[src/rtl/muldiv_unit.sv]
// muldiv_unit: iterative RV32M multiply/divide unit; MULDIV_FAST_MUL_EN selects a single-cycle multiplier
module muldiv_unit #(
  parameter int XLEN  = 32,
  parameter int CNT_W = 5
) (
  input  logic            clk,
  input  logic            reset,
  input  logic            start,
  input  logic [2:0]      funct3,
  input  logic [XLEN-1:0] rs1_data,
  input  logic [XLEN-1:0] rs2_data,
  input  logic [4:0]      rd_addr,
  output logic            busy,
  output logic            done,
  output logic [XLEN-1:0] result,
  output logic [4:0]      write_address,
  output logic [XLEN-1:0] write_data,
  output logic            write_enable
);
  typedef enum logic [1:0] {IDLE, CALC, DONE} state_t;
  state_t state, next;
  logic [CNT_W-1:0] cnt;
  logic [2:0] op;
  logic [4:0] rd;
  logic [31:0] a, rem, mag1, mag2, spec_res, fres, rem_n, quo_n, fin;
  logic [63:0] acc, mul_n, prod;
  logic [32:0] sum, sh;
  logic is_div, sa, sb, n1, n2, neg, neg_in, div0, ovf, fast, special, ge;
  assign is_div = funct3[2];
  assign sa = is_div ? ~funct3[0] : (funct3[1] ^ funct3[0]);
  assign sb = is_div ? ~funct3[0] : (funct3[1:0] == 2'b01);
  assign n1 = sa & rs1_data[31];
  assign n2 = sb & rs2_data[31];
  assign mag1 = n1 ? -rs1_data : rs1_data;
  assign mag2 = n2 ? -rs2_data : rs2_data;
  // remainder follows the dividend sign only; everything else uses the sign product
  assign neg_in = (is_div & funct3[1]) ? n1 : n1 ^ n2;
  assign div0 = is_div && rs2_data == 32'd0;
  assign ovf = is_div && !funct3[0] && rs1_data == 32'h8000_0000 && rs2_data == 32'hffff_ffff;
`ifdef MULDIV_FAST_MUL_EN
  logic signed [63:0] ma, mb, fp;
  assign ma = 64'($signed({sa & rs1_data[31], rs1_data}));
  assign mb = 64'($signed({sb & rs2_data[31], rs2_data}));
  assign fp = ma * mb;
  assign fast = !is_div;
  assign fres = funct3[1:0] == 2'b00 ? fp[31:0] : fp[63:32];
`else
  assign fast = 1'b0;
  assign fres = 32'd0;
`endif
  assign special = div0 | ovf | fast;
  assign spec_res = fast ? fres : div0 ? (funct3[1] ? rs1_data : 32'hffff_ffff)
                                       : (funct3[1] ? 32'd0 : 32'h8000_0000);
  assign sum = {1'b0, acc[63:32]} + (acc[0] ? {1'b0, a} : 33'd0);
  assign mul_n = {sum, acc[31:1]};
  assign sh = {rem, acc[31]};
  assign ge = sh >= {1'b0, a};
  assign rem_n = ge ? 32'(sh - {1'b0, a}) : sh[31:0];
  assign quo_n = {acc[30:0], ge};
  assign prod = neg ? -mul_n : mul_n;
  assign fin = op[2] ? (op[1] ? (neg ? -rem_n : rem_n) : (neg ? -quo_n : quo_n))
                     : (op[1:0] == 2'b00 ? prod[31:0] : prod[63:32]);
  always_ff @(posedge clk)
    if (reset) state <= IDLE;
    else state <= next;
  always_comb begin
    next = state;
    case (state)
      IDLE: next = start ? (special ? DONE : CALC) : IDLE;
      CALC: next = cnt == '1 ? DONE : CALC;
      default: next = IDLE;
    endcase
  end
  always_comb begin
    busy = state != IDLE;
    done = state == DONE;
    write_enable = done && rd != 5'd0;
    write_address = rd;
    write_data = result;
  end
  always_ff @(posedge clk)
    if (reset) begin
      cnt <= '0;
      op <= 3'd0;
      rd <= 5'd0;
      a <= 32'd0;
      rem <= 32'd0;
      acc <= 64'd0;
      neg <= 1'b0;
      result <= 32'd0;
    end else if (state == IDLE && start) begin
      cnt <= '0;
      op <= funct3;
      rd <= rd_addr;
      a <= mag2;
      rem <= 32'd0;
      acc <= {32'd0, mag1};
      neg <= neg_in;
      if (special) result <= spec_res;
    end else if (state == CALC) begin
      cnt <= cnt + 1'b1;
      acc <= op[2] ? {32'd0, quo_n} : mul_n;
      rem <= rem_n;
      if (cnt == '1) result <= fin;
    end
endmodule

[config.mk]
export PLATFORM = sky130hd
export DESIGN_NAME = muldiv_unit
export DESIGN_NICKNAME = d
export VERILOG_FILES = /design/src/rtl/muldiv_unit.sv
export SDC_FILE = /design/constraint.sdc
export NUM_CORES = 1
export LEC_CHECK = 0
export CAP_MARGIN = 20
export CORE_UTILIZATION = 25
export CTS_BUF_LIST = sky130_fd_sc_hd__clkbuf_4
export CTS_CLUSTER_SIZE = 14
export DETAILED_ROUTE_END_ITERATION = 10
export GPL_TIMING_DRIVEN = 1
export PLACE_DENSITY = 0.44
export SLEW_MARGIN = 20
export SYNTH_ARGS = -nofsm -noshare
export SYNTH_HDL_FRONTEND = slang
export SYNTH_SLANG_ARGS = --single-unit
[constraint.sdc]
create_clock -name clk -period 7.1 [get_ports clk]
set_input_delay 1.065 -clock clk [delete_from_list [all_inputs] [get_ports clk]]
set_output_delay 1.065 -clock clk [all_outputs]
set_load 0.005 [all_outputs]
# After elaboration in Yosys (flattened, before gate mapping)
# Index checks and enable logic that the tools add are counted.
# word_totals
regBits,176
output_inout_bits,72
# classes
n_addsub,8
order_cmp,1
eq_ne,7
n_mux,27
bitwise_logic,7
reduce_logical,16
# ops
op,count
$mux 32,18
$mux 64,2
$neg 32->32,4
$eq 32x32->1 const B,2
$neg 64->64,1
$add 32x32->33,1
$ge 33x32->1,1
$logic_not 32->1,1
$sub 32x32->32,1
$logic_and 1x1->1,6
$mux 2,3
$reduce_bool 2->1,3
$add 5x1->5 const B,1
$eq 5x5->1 const B,1
$reduce_bool 5->1,1
$eq 2x1->1 const B,2
$logic_not 2->1,2
$pmux 2 s2,1
$and 1x1->1,3
$mux 1,3
$reduce_and 3->1,1
$eq 2x2->1 const B,1
$ne 2x2->1 const B,1
$reduce_or 2->1,1
4 further kinds,5

# Longest topological paths before layout
# Gate-level depths: netlist of run 1.
# logic_depth
depth_word,9
ltp_mapped,23
mapped_depth_nobuf,18

# Worst setup path before layout of run 1
# No wires, ideal clock.
# synth_path
path_kind,register to register
from,reg a[24]
to,reg result[30]
arrival_time_ps,5691
required_ps,7042
path_slack_ps,1351
path_stages_with_launch,24
path_buffers,5
period_less_slack_ps,5749
path_cell_list,dfxtp_1 > inv_1 > ha_1 > clkbuf_1 > nand2_1 > o21ai_0 > a211oi_1 > o31ai_1 > or2_2 > clkbuf_1 > buf_1 > clkbuf_1 > clkbuf_1 > nand2_1 > o21ai_0 > ha_1 > nand2_1 > nor4b_1 > o2111ai_1 > or2_2 > nor2_1 > nand3_1 > a2111oi_0 > a211o_1
# synth_between
elab_chain_len,9
# synth_lines
element,line,source
start: declaration,25,"logic [31:0] a, rem, mag1, mag2, spec_res, fres, rem_n, quo_n, fin;"
start signal: assignment,95,a <= mag2;
"$mux 32, or another cell as far along",54,"assign sum = {1'b0, acc[63:32]} + (acc[0] ? {1'b0, a} : 33'd0);"
$add 32x32->33 or $mux 32 (tied branches),"54, 58",
$neg 64->64 or $neg 32->32 (tied branches),"60, 61",
$mux 64 or $mux 32 (tied branches),"60, 61",
"$mux 32, on equally long branches","62, 61",
$mux 32 (*),61,assign fin = op[2] ? (op[1] ? (neg ? -rem_n : rem_n) : (neg ? -quo_n : quo_n))
$mux 32 (*),104,if (cnt == '1) result <= fin;
$mux 32 (*),100,end else if (state == CALC) begin
$mux 32 (*),91,end else if (state == IDLE && start) begin
end signal: assignment,99,if (special) result <= spec_res;
end signal: assignment,104,
end: declaration,15,"output logic [XLEN-1:0] result,"
# Mark *: on every way between the ends. The rest lies on a longest branch, timed or not. The select of a mux whose other input is x is not followed.
# A chain may end at the register's enable or synchronous reset.

# Worst setup path in the final report of run 1
# layout_path
from,reg a[24]
to,reg result[20]
# layout_between
elab_chain_len,9
# layout_lines
element,line,source
$ge 33x32->1 (*),57,"assign ge = sh >= {1'b0, a};"
$mux 32,58,"assign rem_n = ge ? 32'(sh - {1'b0, a}) : sh[31:0];"
$neg 32->32,61,
$mux 32,61,
$mux 32 (*) (2 in series),61,
$mux 32 (*),104,
$mux 32 (*),100,
$mux 32 (*),91,
# Marks and branches as above.

==> impl_metrics.tcl, run 1 <==
set metrics [dict create \
    status "complete, no violations" \
    grt_max_degree 84 \
    crit_chain "inv_1, ha_1, nand4_1, nor4_1, inv_1, a31oi_1, or2_2, mux2i_1, ha_1, nand2_1, nor4b_1, o2111ai_1, or2_2, o21ai_0, xnor2_1, o21ai_0, a211oi_1" \
    synthCells 2412 \
    synth.most_common_cell "nor2_1" \
    cp_slowest_cell "o21ai_0" \
    cts_setup_buffers 0 \
    cts_root_buffer "clkbuf_4" \
    cts_tree "built" \
    gp_congestion 0.924 \
    period_share_pct 93.4 \
    start_util_pct 25.3 \
    grt_overflow 0 \
    internal-power_mw 1.87 \
    power.share.clock_pct 19.9 \
    arrival_ns 7.31 \
    crit_type "reg2reg" \
    synthTopCellsByCount "nor2_1 (313), nand2_1 (207), a21oi_1 (177)" \
    p_comb_share_pct 48.1 \
    synth_seq_area_share_pct 20.7 \
    antenna_found_initial 1 \
    sequentialPowerShare_pct 31.9 \
    grt_pass1_wl_mm 117 \
    fmax_mhz 151 \
    critPathCaptureType "flop" \
    syn_area_sq_um 17000 \
    via_count 18502 \
    coreArea_sq_um 67300 \
    synth_nets 2562 \
    syn_avg_cell_area_sq_um 7.06 \
    drt_iter0_drc 1833 \
    hold_viol 0 \
    clockBufferDepth 2 \
    dr.pass1.iters 7 \
    post-dp-hpwl_mm 61.4 \
    die_x_microns 263 \
    rsz0062_at_grt "no" \
    cts.hold.buffers_added 0 \
    row_count 95 \
    dr_wl_met3_mm 3.71 \
    synth_top_area_share_pct 20.7 \
    clk_pin_slew_ns 0.17 \
    io_buffers 146 \
    drt_wl_total_mm 79.0 \
    final_layout_size_suffix_gt1_share_pct 5.03 \
    final_max_slew_viol_count 0 \
    die_area_sq_um 69200 \
    synthArstFlopShare_pct 0 \
    ir_drop_uv 98.8 \
    fin_worst_skew_ns 0.0381 \
    die_h_microns 263 \
    cp-start-kind "flop" \
    worstPathMaxFanout 15 \
    top_layer "met4" \
    cp.required_ns 7.78 \
    synth_top_cell_by_area "dfxtp_1" \
    avgRoutedWirePerCell_microns 24.1 \
    hold_ws_ns 0.477 \
    synth_edf_count 0 \
    nNetsFinal 2543 \
    track_usage_pct 22.4 \
    power-per-cell-area_nw_per_um2 185 \
    viasPerCell 5.64 \
    met2_length_mm 37.5 \
    swShare_pct 47.6 \
    h-tree-depth 4 \
    cts_resized 0 \
    synth-seq-cells 176 \
    synth.distinct_cells 83 \
    area_growth_syn_to_layout_pct 13.1 \
    cap_violations 0 \
    p_leak_nw 6.72 \
    hold_class "reg2reg" \
    switchingPower_mw 1.70 \
    drc_errors 0 \
    synth-main-ff-cell "dfxtp_1" \
    met1_length_mm 35.9 \
    ys_top_cells_by_area "dfxtp_1 (21%), nor2_1 (6.9%), a211oi_1 (5.6%)" \
    yosysWarningCount 0 \
    ant_nets 0 \
    max_slew_margin_pct 28.9 \
    max_stage_delay_ns 0.76 \
    ios 147 \
    fin_tns_setup_ns 0 \
    numCtsBuffers 17 \
    clk_latency_ns 0.83 \
    worst_pin_slew_ns 1.07 \
    fin_crit_ns 6.63 \
    grt_pass1_vias 17303 \
    clock_sinks 176 \
    setup_viol 0 \
]
[cells by family (layout without fill, tap and decap cells)]
kind of cell	after synthesis	count (layout)	synth area share, %
xor+xnor	183	183	9.41
mux	61	61	3.68
fa+ha+maj	75	75	5.60
compound gates	771	771	29.8
other cells	0	2	0
flops	176	176	20.7
simple gates	844	844	23.3
buf+inv	302	296	7.52
[path summary, 6_finish.rpt]
check / start / slack (ns) / depth (start not counted) / to
setup / recovery: a[24]$_SDFFE_PP0P_ / 0.47 / 17 / result[20]$_SDFFE_PP0P_
hold / removal: cnt[4]$_SDFFE_PP0P_ / 0.48 / 2 / cnt[4]$_SDFFE_PP0P_
setup reg to reg: a[24]$_SDFFE_PP0P_ / 0.47 / 17 / result[20]$_SDFFE_PP0P_
hold reg to reg: cnt[4]$_SDFFE_PP0P_ / 0.48 / 2 / cnt[4]$_SDFFE_PP0P_
[state kept, by name, indices dropped and copies added (netlist names)]
signal         flops
acc               64
result            32
rem               32
write_address      5
cnt                5
op                 3
state              2
neg                1
a                 32
[worst max-delay path, delay by kind of cell, from the launching register on]
kind / cells / cell delay, ns
AOI/OAI and AO/OA: 5 / 2.08
adders and majority gates: 2 / 0.88
and+or+nand+nor: 6 / 2.31
muxes: 1 / 0.38
xor gates and xnor gates: 1 / 0.16
DFF: 1 / 0.41
buffers and inverters: 2 / 0.25
[through the flow]
step / instances / util, % / power [mW] / cell area [sq um] / setup slack [ns]
final: 3281 / 28.6 / 3.56 / 19300 / 0.468
after global routing: 3280 / 28.6 / 3.75 / 19300 / 0.170
after CTS: 3279 / 28.6 / 3.57 / 19300 / 0.523
after detailed placement: 3247 / 28.2 / 2.85 / 19000 / 0.594
after global placement: 3247 / 28.2 / 2.85 / 19000 / 0.786
after floorplan: 2412 / - / 2.22 / 17000 / 1.35
[layer usage]
metal,vias to the layer above,track usage (%)
met5,-,0
met4,0,6.15
met3,82,2.88
met2,608,37.2
met1,9047,30.3
li1,8765,-
[layout make-up]
class                           instances  area (sq um)
Multi-Input combinational cell       1934         12300
Antenna cell                            2          5.00
Fill cell                            7316         48000
Clock inverter                         12           158
Inverter                               74           278
Tap cell                              873          1090
Sequential cell                       176          3530
Timing Repair Buffer                  190          1790
Clock buffer                           20           150
[layout by cell type (no fill, tap or decap), drive strengths merged, types with 7 or more instances in the layout]
master         synthesis  layout
inv                   72      76
and3                  12      12
or3                   37      37
a31oi                 40      40
a41oi                  7       7
a21o                  19      19
xor2                  84      84
o41ai                 15      15
o211ai                26      26
nor2b                  7       7
o22ai                 16      16
clkdlybuf4s50          0     145
ha                    73      73
nand2                207     207
o21ai                152     152
a21oi                177     177
mux2i                 57      57
nand2b                19      19
buf                   53      45
or4                   24      24
nor4                  30      30
and2                  16      16
o21a                  17      17
a211oi               129     129
a22oi                 32      32
nor2                 313     313
dfxtp                176     176
or2                    9       9
a311oi                20      20
nand3                 36      36
nand4                 35      35
nor3                  74      74
xnor2                 99      99
clkbuf               175      20
o21bai                16      16
o31ai                 38      38
[power groups by stage]
stage,Sequential (mW),Combinational (mW),Clock (mW)
after floorplan,1.09,1.13,0
after global placement,1.16,1.69,0
after CTS,1.14,1.70,0.734
after global routing,1.15,1.84,0.765
final,1.14,1.72,0.709
after detailed placement,1.16,1.69,0
(Power assumes the default switching activity.)
==> run 2: changes to the inputs <==
--- a/config.mk
+++ b/config.mk
@@ -8,7 +8,7 @@
 export CAP_MARGIN = 20
 export CORE_UTILIZATION = 25
 export CTS_BUF_LIST = sky130_fd_sc_hd__clkbuf_4
-export CTS_CLUSTER_SIZE = 14
+export CTS_CLUSTER_SIZE = 8
 export DETAILED_ROUTE_END_ITERATION = 10
 export GPL_TIMING_DRIVEN = 1
 export PLACE_DENSITY = 0.44
==> results of run 2 <==
No change in the layout: final DEF, timing and power equal those of run 1.
